[config.mk]
export PLATFORM = sky130hd
export DESIGN_NAME = prime_gen
export DESIGN_NICKNAME = d
export VERILOG_FILES = /design/src/rtl/prime_gen.sv
export SDC_FILE = /design/constraint.sdc
export NUM_CORES = 1
export LEC_CHECK = 0
export ABC_AREA = 1
export CELL_PAD_IN_SITES_DETAIL_PLACEMENT = 2
export CELL_PAD_IN_SITES_GLOBAL_PLACEMENT = 2
export CORE_MARGIN = 8
export CORE_UTILIZATION = 39
export DETAILED_ROUTE_END_ITERATION = 10
export GPL_TIMING_DRIVEN = 1
export HOLD_SLACK_MARGIN = 0.05
export PLACE_DENSITY = 0.9
export SLEW_MARGIN = 20
export SYNTH_ARGS = -nofsm -noshare
export SYNTH_HDL_FRONTEND = slang
export SYNTH_SLANG_ARGS = --single-unit
[constraint.sdc]
create_clock -name clk -period 8.07 [get_ports clk]
set_input_delay 2.0175 -clock clk [delete_from_list [all_inputs] [get_ports clk]]
set_output_delay 2.0175 -clock clk [all_outputs]
set_load 0.02 [all_outputs]
[src/rtl/prime_gen.sv]
`default_nettype none
// ============================================================================
//  Module      : prime_gen
//  Description : Enumerates every prime 2..limit in ascending order on a
//                valid/ready stream, using trial division by repeated
//                subtraction.
//  Revision    : 1.0 - initial release
// ============================================================================
module prime_gen #(
    parameter int W  = 8,
    parameter int CW = 8
) (
    input  logic          clk,
    input  logic          reset,
    input  logic          start,
    input  logic [W-1:0]  limit,
    input  logic          ready,
    output logic          valid,
    output logic [W-1:0]  p,
    output logic          busy,
    output logic          done,
    output logic [CW-1:0] count
);

    localparam logic [2:0] S_IDLE = 3'd0;
    localparam logic [2:0] S_TRY  = 3'd1;
    localparam logic [2:0] S_SUB  = 3'd2;
    localparam logic [2:0] S_EMIT = 3'd3;
    localparam logic [2:0] S_NEXT = 3'd4;
    localparam logic [2:0] S_FIN  = 3'd5;

    localparam logic [W-1:0]  C_TWO     = W'(2);
    localparam logic [W-1:0]  C_FOUR    = W'(4);
    localparam logic [CW-1:0] C_CNT_MAX = '1;

    logic [2:0]    state_q, state_d;
    logic [W-1:0]  lim_q,   lim_d;
    logic [W-1:0]  n_q,     n_d;
    logic [W-1:0]  d_q,     d_d;
    logic [W-1:0]  r_q,     r_d;
    logic [W-1:0]  p_q,     p_d;
    logic [CW-1:0] count_q, count_d;

    // Next divisor and its square, at full width so the d*d > n test never overflows.
    logic [W:0]     w_dinc;
    logic [2*W+1:0] w_dinc_sq;
    logic [2*W+1:0] w_n_ext;

    assign w_dinc    = {1'b0, d_q} + {{W{1'b0}}, 1'b1};
    assign w_dinc_sq = {{(W+1){1'b0}}, w_dinc} * {{(W+1){1'b0}}, w_dinc};
    assign w_n_ext   = {{(W+2){1'b0}}, n_q};

    always_comb begin
        state_d = state_q;
        lim_d   = lim_q;
        n_d     = n_q;
        d_d     = d_q;
        r_d     = r_q;
        p_d     = p_q;
        count_d = count_q;
        case (state_q)
            S_IDLE: begin
                if (start) begin
                    lim_d   = limit;
                    n_d     = C_TWO;
                    d_d     = '0;
                    r_d     = '0;
                    count_d = '0;
                    state_d = (limit < C_TWO) ? S_FIN : S_TRY;
                end
            end
            S_TRY: begin
                d_d = C_TWO;
                if (n_q < C_FOUR) begin
                    p_d     = n_q;
                    state_d = S_EMIT;
                end else begin
                    r_d     = n_q;
                    state_d = S_SUB;
                end
            end
            S_SUB: begin
                if (r_q >= d_q) begin
                    r_d = r_q - d_q;
                end else if (r_q == '0) begin
                    state_d = S_NEXT;
                end else if (w_dinc_sq > w_n_ext) begin
                    p_d     = n_q;
                    state_d = S_EMIT;
                end else begin
                    // d+1 squared fits below n, so d+1 itself fits in W bits.
                    d_d = w_dinc[W-1:0];
                    r_d = n_q;
                end
            end
            S_EMIT: begin
                if (ready) begin
                    count_d = (count_q == C_CNT_MAX) ? count_q : count_q + 1'b1;
                    state_d = S_NEXT;
                end
            end
            S_NEXT: begin
                // Compare before incrementing so n never wraps at lim = 2^W-1.
                if (n_q == lim_q) begin
                    state_d = S_FIN;
                end else begin
                    n_d     = n_q + 1'b1;
                    state_d = S_TRY;
                end
            end
            S_FIN: begin
                state_d = S_IDLE;
            end
            default: begin
                state_d = S_IDLE;
            end
        endcase
    end

    always_ff @(posedge clk or posedge reset) begin
        if (reset) begin
            state_q <= S_IDLE;
            lim_q   <= '0;
            n_q     <= '0;
            d_q     <= '0;
            r_q     <= '0;
            p_q     <= '0;
            count_q <= '0;
        end else begin
            state_q <= state_d;
            lim_q   <= lim_d;
            n_q     <= n_d;
            d_q     <= d_d;
            r_q     <= r_d;
            p_q     <= p_d;
            count_q <= count_d;
        end
    end

    assign valid = (state_q == S_EMIT);
    assign busy  = (state_q != S_IDLE) && (state_q != S_FIN);
    assign done  = (state_q == S_FIN);
    assign p     = p_q;
    assign count = count_q;

endmodule
`default_nettype wire

# Yosys cells after proc, flatten, opt, wreduce, memory -nomap -nowiden
# Index checks and enable logic that the tools add are counted.
dict set report totals {
  register_bits 51
  inputBits 12
  output_inout_bits 19
  elab_cells 82
}
dict set report classes {
  add_sub_neg 4
  n_mul 1
  magnitude_cmp 4
  n_eq_ne 21
  mux 30
  reduce_logical 15
}
# cell n
set op_table {}
lappend op_table {{8-bit two-way mux} 16}
lappend op_table {{8-bit case mux with 2 select lines} 3}
lappend op_table {{8-bit case mux with 3 select lines} 2}
lappend op_table {{3-bit two-way mux} 7}
lappend op_table {{2-bit != test, second input constant} 10}
lappend op_table {{18-bit by 8-bit > comparator with 1-bit output} 1}
lappend op_table {{9-bit by 9-bit multiplier with 18-bit output} 1}
lappend op_table {{8-bit by 1-bit adder with 8-bit output, second input constant} 2}
lappend op_table {{3-bit case mux with 5 select lines} 1}
lappend op_table {{5-bit AND reduction} 3}
lappend op_table {{3-bit != test, second input constant} 4}
lappend op_table {{8-bit by 1-bit adder with 9-bit output, second input constant} 1}
lappend op_table {{8-bit == test} 1}
lappend op_table {{8-bit == test, second input constant} 1}
lappend op_table {{8-bit >= comparator} 1}
lappend op_table {{8-bit logical NOT} 1}
lappend op_table {{8-bit by 2-bit less-than comparator with 1-bit output, second input constant} 1}
lappend op_table {{8-bit by 3-bit less-than comparator with 1-bit output, second input constant} 1}
lappend op_table {{4-bit AND reduction} 2}
lappend op_table {{8-bit subtractor} 1}
lappend op_table {{3-bit by 2-bit == test with 1-bit output, second input constant} 2}
lappend op_table {{3-bit == test, second input constant} 2}
lappend op_table {{2-bit nonzero test} 3}
lappend op_table {{3-bit nonzero test} 2}
lappend op_table {{other kinds (6)} 6}

# Depth between registers and ports, before layout
# Gate-level depths: netlist of run 1.
dict set report depth {
  ltp_word 7
  depth_mapped 33
  mapped_depth_nobuf 33
}

# Worst setup path after synthesis of run 1
# Ideal clock, no wire load.
dict set report synth_path {
  kind {register to register}
  from {register d_q[1]}
  to {register r_q[1]}
  setup_ns 0.117
  t_arrival_ns 5.275
  t_required_ns 7.953
  path_slack_ns 2.678
  stages_incl_launch_ff 27
  n_path_buf 0
  period_less_slack_ns 5.392
  path_cell_list {dfrtp_1 -> ha_1 -> xor2_1 -> inv_1 -> nor2_1 -> inv_1 -> fa_1 -> inv_1 -> fa_1 -> inv_1 -> fa_1 -> fa_1 -> inv_1 -> ha_1 -> xor2_1 -> ha_1 -> nand2_1 -> inv_1 -> nand4_1 -> nand2_1 -> nand4_1 -> nor2_4 -> nand3_2 -> nand2_4 -> nand2_4 -> nand2_1 -> nand2_1}
}
dict set report synth_via {
  elab_chain_cells 5
  elab_cells_between_ends 10
  cone_classes {2 x add/sub; 1 x mul; 2 x order compare; 2 x eq/ne; 2 x mux; 1 x reduce/logical}
}
# element line_no
set synth_rtl {}
lappend synth_rtl {{start: declaration} 39} ;# logic [W-1:0] d_q, d_d;
lappend synth_rtl {{start signal: assignment} 125} ;# d_q <= '0;
lappend synth_rtl {{start signal: assignment} 133} ;# d_q <= d_d;
lappend synth_rtl {{8-bit by 1-bit adder with 9-bit output} 49} ;# assign w_dinc = {1'b0, d_q} + {{W{1'b0}}, 1'b1};
lappend synth_rtl {{9-bit by 9-bit multiplier with 18-bit output} 50} ;# assign w_dinc_sq = {{(W+1){1'b0}}, w_dinc} * {{(W+1){1'b0}}, w_dinc};
lappend synth_rtl {{18-bit by 8-bit > comparator with 1-bit output} 87} ;# end else if (w_dinc_sq > w_n_ext) begin
lappend synth_rtl {{3-bit != test (no source line)} -}
lappend synth_rtl {{5-bit AND reduction (no source line)} -}
lappend synth_rtl {{end signal: assignment} 134} ;# r_q <= r_d;
lappend synth_rtl {{end: declaration} 40} ;# logic [W-1:0] r_q, r_d;
# Several ways; a longest one is shown, not always the timed one.
# A chain may end at the register's enable or synchronous reset.

# Worst setup path in the final report of run 1
dict set report layout_path {
  from {register d_q[0]}
  to {register r_q[4]}
}
# The elaborated chain is that of the path after synthesis.

==> results of run 1 <==
==> how the worst max path moves through the flow <==
stage            from     end  cells after the start
6_report       d_q[0]  r_q[4]                     26
3_3_place_gp   d_q[0]  r_q[4]                     26
5_1_grt        d_q[0]  r_q[5]                     26
4_1_cts        d_q[0]  r_q[4]                     26
2_1_floorplan  d_q[1]  r_q[1]                     26
3_5_place_dp   d_q[0]  d_q[7]                     26
==> area by class of cell <==
class | count | share of cell area, %
multi-input combinational | 561 | 59.3
sequential | 51 | 20.5
inverter | 152 | 9.16
timing repair buffer | 31 | 4.94
tap | 180 | 3.62
clock buffer | 8 | 2.51
==> worst register-to-register path: cells and delay by family, from the launching register on <==
family | cells | cell delay [ns]
xor gates and xnor gates | 2 | 0.75
and+or+nand+nor | 11 | 1.49
buffers and inverters | 6 | 0.73
DFF | 1 | 0.62
adders and majority gates | 7 | 3.12
==> cell usage after synthesis, drive strengths merged, types with 2 or more instances <==
| cell type | number |
|---|---|
| a21oi | 17 |
| ha | 52 |
| o21ai | 34 |
| buf | 6 |
| nand3 | 56 |
| nor2 | 74 |
| a31oi | 2 |
| fa | 35 |
| nand3b | 2 |
| xnor2 | 6 |
| o211a | 2 |
| nor3 | 9 |
| nor4 | 6 |
| clkbuf | 4 |
| clkinv | 2 |
| inv | 150 |
| nand2 | 202 |
| dfrtp | 51 |
| or2 | 4 |
| nand4 | 20 |
| xor2 | 17 |
| o22ai | 12 |
==> registers in the layout (all words and copies together) (netlist names) <==
signal,cells
count,8
d_q,8
lim_q,8
n_q,8
p,8
r_q,8
state_q,3
==> cell families after synthesis <==
group,Yosys count
other,1
DFF,51
and+or+nand+nor,374
AOI/OAI and AO/OA,72
buffers and inverters,162
xor gates and xnor gates,23
adders and majority gates,87
==> routing by layer <==
| layer | share of wire [%] | track usage [%] | wire, µm | vias up |
|---|---|---|---|---|
| met3 | 2.6 | 2.23 | 522 | 55 |
| li1 | - | - | - | 2484 |
| met2 | 55 | 44.1 | 11200 | 110 |
| met4 | 4.6 | 11.9 | 944 | 0 |
| met1 | 38 | 23.5 | 7710 | 2696 |
| met5 | 0 | 0 | 0 | - |
==> per-stage QoR <==
step	cell area (µm²)	power (W)	utilization (%)	worst slack, ns
floorplan	5590	0.000907	-	2.68
finish	6230	0.00144	44.7	1.23
global placement	6060	0.00109	43.5	1.69
CTS	6220	0.00144	44.6	1.19
global route	6230	0.00153	44.7	0.847
detailed placement	6060	0.00116	43.5	1.28
==> power groups by stage <==
stage / Combinational [W] / Clock, W / Sequential, W
6_report: 0.000823 / 0.000235 / 0.000382
5_1_grt: 0.000900 / 0.000243 / 0.000388
4_1_cts: 0.000819 / 0.000237 / 0.000381
3_5_place_dp: 0.000781 / 0 / 0.000381
3_3_place_gp: 0.000714 / 0 / 0.000378
2_1_floorplan: 0.000537 / 0 / 0.000370
==> metrics, run 1 <==
Hold Path End d_q[4]; part of the total power dissipated in sequential elements 26.5%; number of enable-type register cells in the synthesized netlist 0; DRC Markers 0; Post-CTS Repair Setup Buffers 0; net switching power figure 0.000752 W; initial detailed-routing violation count 239; number of buffers inserted during clock tree synthesis 5; maximum number of pins on one net before global-route repair 52; complex-gate fraction of the synthesized area 7.36%; final number of setup-violating endpoints 0; setup repair after global routing missed its margin false; Peak VDD IR approximately 97 µV; number of optimization iterations in the first detailed-route pass 4; adder-cell area share of the yosys netlist 24.2%; number of filler instances in the final layout 1677; Avg Synthesized Cell Area 7.24 µm²; share of the cycle needed by the critical path after routing 84.7%; quantity of gates resized following cts 0; transition at the pin with the smallest max-transition slack between 0.6 and 0.7 ns; slowest cell delay on critical path 0.62 ns; Reg2Reg Capture Point r_q[4]; post-synth top area share 22.9%; outcome finished, final reports clean; largest delay contributor family on the critical path adder cells; critical path type register to register; flip-flop and latch count after synthesis between 50 and 60; critical path data required time 8.26 ns; dpl hpwl 16300 µm; summed instance area of the synthesized netlist 5570 µm²; fmax 0.146 GHz; endpoint arrival time on the critical path 7.02 ns; DIE WIDTH 136 µm; initial antenna violation count 0; highest-count cells in the layout ignoring fill and taps 192 x sky130_fd_sc_hd__nand2_1, 148 x sky130_fd_sc_hd__inv_1, 66 x sky130_fd_sc_hd__nor2_1, 52 x sky130_fd_sc_hd__nand3_1, 52 x sky130_fd_sc_hd__ha_1; register area 1280 µm²; setup total negative slack 0 ns; maximum clock path buffer count 2; clock tree from TritonCTS done; vias per inst 5.44; slowest library cell on the worst path sky130_fd_sc_hd__dfrtp_1; final antenna diode count 0; max capacitance violation total 0; final number of max-transition violations 0; Internal Dissipation 0.000689 W; class of the tightest hold or removal check register to register; Hold Crit Start d_q[4]; via count of the routed design 5345; port buffer count 30; XOR/XNOR share of the synthesized area under 10%; distinct cell type count of the synthesized netlist 42; fraction of final layout cells sized beyond drive strength 1 approximately 4.9%; Yosys warnings 0; sequential area share after synthesis 22.9%; Main synth FF type sky130_fd_sc_hd__dfrtp_1; number of H-tree branching levels 2; first-pass GRT wire length 32900 µm; number of top-level pins 31; async set-reset flop share out of synthesis 100%; root buf cell sky130_fd_sc_hd__clkbuf_16; Final Hold Slack 0.490 ns; via count of the first global-routing pass 6385; dominant combinational cell family by area after synthesis simple AND/OR/NAND/NOR gates; number of cells traversed by the worst register-to-register path 26; Leak approximately 3.3 nW; highest fanout seen on the critical path 13; simple-gate share of the synthesized area 30.5%; total power divided by cell area 231 nW/µm²; share of cell area taken by muxes after synthesis 0%; Layout Cells excl Fill 983; Starting Density 40.0%; post-CTS clock slew at the launch and capture registers of the worst setup and hold paths 0.07 ns; Syn Inst Count 770; commonest non-fill, non-tap cell in the layout sky130_fd_sc_hd__nand2_1; total global routing overflow 0; standard-cell row count between 40 and 50; number of hold violations in the final report 0; count of cells along the worst hold path 2; Relative slew margins 54.2%; Net count, final 901; relative contribution of combinational cells to total power between 50% and 60%; Layout area overhead 11.7%; minimum clock period after layout 6.84 ns; cts-stage hold buffer count 0; standard cell core area 13900 µm²; die outline area roughly 18000 µm²; Setup crit end kind register; number of clock sinks seen by CTS 51; gpl congestion 0.838; insertion delay to the later sink of the worst-skew pair 0.31 ns; beginning of the worst register-to-register path d_q[0]; Clock Skews 0.0186 ns; overall global routing resource usage a little under a quarter; switching power share of the total 52.2%; die span in y between 100 and 150 µm; launching element type of the critical path register; number of nets with antenna violations after routing 0; setup slack, reg-to-reg approximately 1.2 ns; Routed Wire Length 20400 µm; instance count after placement with tap cells included 975; largest area contributor in the netlist sky130_fd_sc_hd__dfrtp_1; area of combinational cells with multiple inputs ~3700 µm²; detailed-route wire length per cell 20.8 µm; Clk pwr share between 10% and 20%; CP most frequent cell sky130_fd_sc_hd__inv_1; cell types with the largest area share after synthesis sky130_fd_sc_hd__dfrtp_1 23%, sky130_fd_sc_hd__nand2_1 13%, sky130_fd_sc_hd__fa_1 13%; buffers plus inverters on the worst setup path 6
Power figures use the tool's default switching activity.
==> run 2, diff against run 1 <==
--- a/config.mk
+++ b/config.mk
@@ -9,11 +9,11 @@
 export CELL_PAD_IN_SITES_DETAIL_PLACEMENT = 2
 export CELL_PAD_IN_SITES_GLOBAL_PLACEMENT = 2
 export CORE_MARGIN = 8
-export CORE_UTILIZATION = 39
+export CORE_UTILIZATION = 36
 export DETAILED_ROUTE_END_ITERATION = 10
 export GPL_TIMING_DRIVEN = 1
 export HOLD_SLACK_MARGIN = 0.05
-export PLACE_DENSITY = 0.9
+export PLACE_DENSITY = 0.84
 export SLEW_MARGIN = 20
 export SYNTH_ARGS = -nofsm -noshare
 export SYNTH_HDL_FRONTEND = slang
==> constraint.sdc (replaced) <==
create_clock -name clk -period 6.6 [get_ports clk]
set_input_delay 1.65 -clock clk [delete_from_list [all_inputs] [get_ports clk]]
set_output_delay 1.65 -clock clk [all_outputs]
set_load 0.02 [all_outputs]
==> run 2 against run 1 <==
Non-clock buffer count is 10 higher; clock skew shrank 0.0059 ns; cell area rose by 1.2%; maximum frequency increased by 8.7%; power is 17% higher; clock power grew 11%; count of clock-buffer cells in the layout is 3 lower; worst hold slack improved by 0.00095 ns; sequential power increased by 20%; register-to-register slack got worse by 0.92 ns; largest cell class unchanged; highest routed layer unchanged.
==> metrics, run 2 (synthesis results as in run 1) <==
outcome finished, final reports clean; highest fanout seen on the critical path 9 (-4); number of buffers inserted during clock tree synthesis 5 (unchanged); Clock Skews 0.0127 ns (-0.00588 ns); Net count, final 911 (+1.1%); via count of the first global-routing pass 5992 (-6.2%); Setup crit end kind register; Peak VDD IR 117 µV (+20%); critical path endpoint r_q[1]; insertion delay to the later sink of the worst-skew pair 0.30 ns (about the same); share of the cycle needed by the critical path after routing 95.3% (+11 points); Layout Cells excl Fill 1000 (+1.7%); Routed Wire Length 18500 µm (-9.5%); final number of max-transition violations 0 (unchanged); transition at the pin with the smallest max-transition slack 1.07 ns (+0.387 ns); worst setup path startpoint d_q[0]; number of H-tree branching levels 2 (unchanged); standard-cell row count 45 (+4.7%); Relative slew margins 28.0% (-26 points); Starting Density 36.8% (-3.2 points); power consumption 0.00168 W (+17%); setup repair after global routing missed its margin false; number of optimization iterations in the first detailed-route pass 4 (unchanged); root buf cell sky130_fd_sc_hd__clkbuf_16; maximum clock path buffer count 2 (unchanged); DRC Markers 0 (unchanged); total global routing overflow 0 (unchanged); number of nets with antenna violations after routing 0 (unchanged); standard cell core area 15100 µm² (+8.7%); setup total negative slack 0 ns (unchanged); port buffer count 30 (unchanged); gpl congestion 0.825 (-1.5%); cts-stage hold buffer count 0 (unchanged); die outline area 19700 µm² (+7.3%); Final Hold Slack 0.491 ns (+0.000954 ns); final antenna diode count 0 (unchanged); die span in y 140 µm (+3.6%); overall global routing resource usage 19.1% (-3.7 points); fraction of final layout cells sized beyond drive strength 1 6.53% (+1.7 points); number of cells traversed by the worst register-to-register path 26 (unchanged); clock tree from TritonCTS done; endpoint arrival time on the critical path 6.48 ns (-0.54 ns); number of top-level pins 31 (unchanged); detailed-route wire length per cell 18.5 µm (-11%); initial detailed-routing violation count 167 (-30%); Layout area overhead 13.1%; Reg2Reg Capture Point r_q[1]; minimum clock period after layout 6.29 ns (-0.550 ns); via count of the routed design 5262 (-1.6%); Leak 3.34 nW (+1.1%); class of the tightest hold or removal check register to register; DIE WIDTH 140 µm (+3.6%); setup slack, reg-to-reg 0.31 ns (-0.92 ns); commonest non-fill, non-tap cell in the layout sky130_fd_sc_hd__nand2_1; maximum number of pins on one net before global-route repair 52 (unchanged); highest-count cells in the layout ignoring fill and taps 191 x sky130_fd_sc_hd__nand2_1, 148 x sky130_fd_sc_hd__inv_1, 66 x sky130_fd_sc_hd__nor2_1, 52 x sky130_fd_sc_hd__nand3_1, 51 x sky130_fd_sc_hd__ha_1; number of hold violations in the final report 0 (unchanged); critical path type register to register; launching element type of the critical path register; post-CTS clock slew at the launch and capture registers of the worst setup and hold paths 0.06 ns (about the same); vias per inst 5.26 (-3.2%); dpl hpwl 15400 µm (-5.1%); first-pass GRT wire length 30400 µm (-7.6%); number of clock sinks seen by CTS 51 (unchanged); initial antenna violation count 0 (unchanged); final number of setup-violating endpoints 0 (unchanged); beginning of the worst register-to-register path d_q[0]; max capacitance violation total 0 (unchanged); instance count after placement with tap cells included 985 (+1.0%); fmax 0.159 GHz (+8.7%); total power divided by cell area 267 nW/µm² (+16%); critical path data required time 6.79 ns (-1.47 ns)
==> run 2: changes by cell type in the layout (fill, tap and decap cells not counted), moves of 2 or more <==
cell and change:
sky130_fd_sc_hd__buf_4 +10, sky130_fd_sc_hd__clkbuf_8 -2, sky130_fd_sc_hd__dfrtp_1 -2, sky130_fd_sc_hd__dfrtp_2 +2
==> run 2: through the flow <==
| stage | area [µm²] | util (%) | setup slack (ns) |
|---|---|---|---|
| 2_1_floorplan | 5590 | - | 1.21 |
| 3_3_place_gp | 6090 | 40.2 | 0.150 |
| 3_5_place_dp | 6090 | 40.2 | -0.213 |
| 4_1_cts | 6240 | 41.2 | 0.0753 |
| 5_1_grt | 6300 | 41.6 | 0.0264 |
| 6_report | 6300 | 41.6 | 0.311 |
==> run 2: layout make-up <==
class / count / area (µm²)
clock buffers: 5 / 125
fillers: 1817 / 8840
repair buffers: 41 / 383
well taps: 188 / 235
inverters: 152 / 571
clock inverters: 2 / 13.8
multi-input cells: 561 / 3700
flip-flops and latches: 51 / 1280
==> run 2: repair_timing <==
item / 4_1_cts / 5_1_grt
gates resized for setup: 2 / 3
endpoints found under the setup margin: 27 / 26
setup buffers: 0 / 8
pin swaps: 0 / 1
==> run 2: metal layers <==
layer	track usage, %	wire [µm]	part of all wire [%]
met4	7.77	557	3.0
met5	0	0	0
met1	20.4	7400	40
met2	37.4	10200	55
met3	1.70	349	1.9
==> run 2: how the worst min path moves through the flow <==
stage / from / end / slack, ns / cells after the start
global route: lim_q[7] / lim_q[7] / 0.54 / 2
floorplan: d_q[4] / d_q[4] / 0.44 / 2
global placement: d_q[4] / d_q[4] / 0.46 / 2
finish: d_q[4] / d_q[4] / 0.49 / 2
CTS: d_q[4] / d_q[4] / 0.50 / 2
detailed placement: d_q[4] / d_q[4] / 0.47 / 2
==> run 2: worst max-delay path: stages (launching register included) <==
cell and delay, ns:
sky130_fd_sc_hd__dfrtp_2 0.44, sky130_fd_sc_hd__ha_2 0.25, sky130_fd_sc_hd__xor2_2 0.37, sky130_fd_sc_hd__inv_1 0.26
sky130_fd_sc_hd__nor2_1 0.23, sky130_fd_sc_hd__inv_1 0.08, sky130_fd_sc_hd__fa_1 0.56, sky130_fd_sc_hd__inv_1 0.09
sky130_fd_sc_hd__fa_1 0.51, sky130_fd_sc_hd__inv_1 0.05, sky130_fd_sc_hd__fa_1 0.48, sky130_fd_sc_hd__fa_1 0.56
sky130_fd_sc_hd__inv_1 0.04, sky130_fd_sc_hd__ha_1 0.37, sky130_fd_sc_hd__xor2_1 0.21, sky130_fd_sc_hd__ha_1 0.32
sky130_fd_sc_hd__nand2_1 0.06, sky130_fd_sc_hd__inv_1 0.08, sky130_fd_sc_hd__nand4_1 0.13, sky130_fd_sc_hd__nand2_1 0.13
sky130_fd_sc_hd__nand4_1 0.19, sky130_fd_sc_hd__nor2_4 0.22, sky130_fd_sc_hd__nand3_2 0.14, sky130_fd_sc_hd__nand2_4 0.14
sky130_fd_sc_hd__nand2_4 0.10, sky130_fd_sc_hd__nand2_1 0.10, sky130_fd_sc_hd__nand2_1 0.05
==> run 2: power breakdown <==
group	total, W	internal (W)	switching (W)	leakage, nW
Sequential	0.000460	0.000385	0.0000750	0.684
Combinational	0.000962	0.000302	0.000660	2.58
Clock	0.000262	0.000139	0.000123	0.0696
==> run 3, diff against run 2 <==
==> constraint.sdc (replaced) <==
create_clock -name clk -period 6.6 [get_ports clk]
set_input_delay 0.99 -clock clk [delete_from_list [all_inputs] [get_ports clk]]
set_output_delay 0.99 -clock clk [all_outputs]
set_load 0.02 [all_outputs]
==> results of run 3 <==
Same layout as run 2 (identical final DEF). Status: finished, final reports clean.
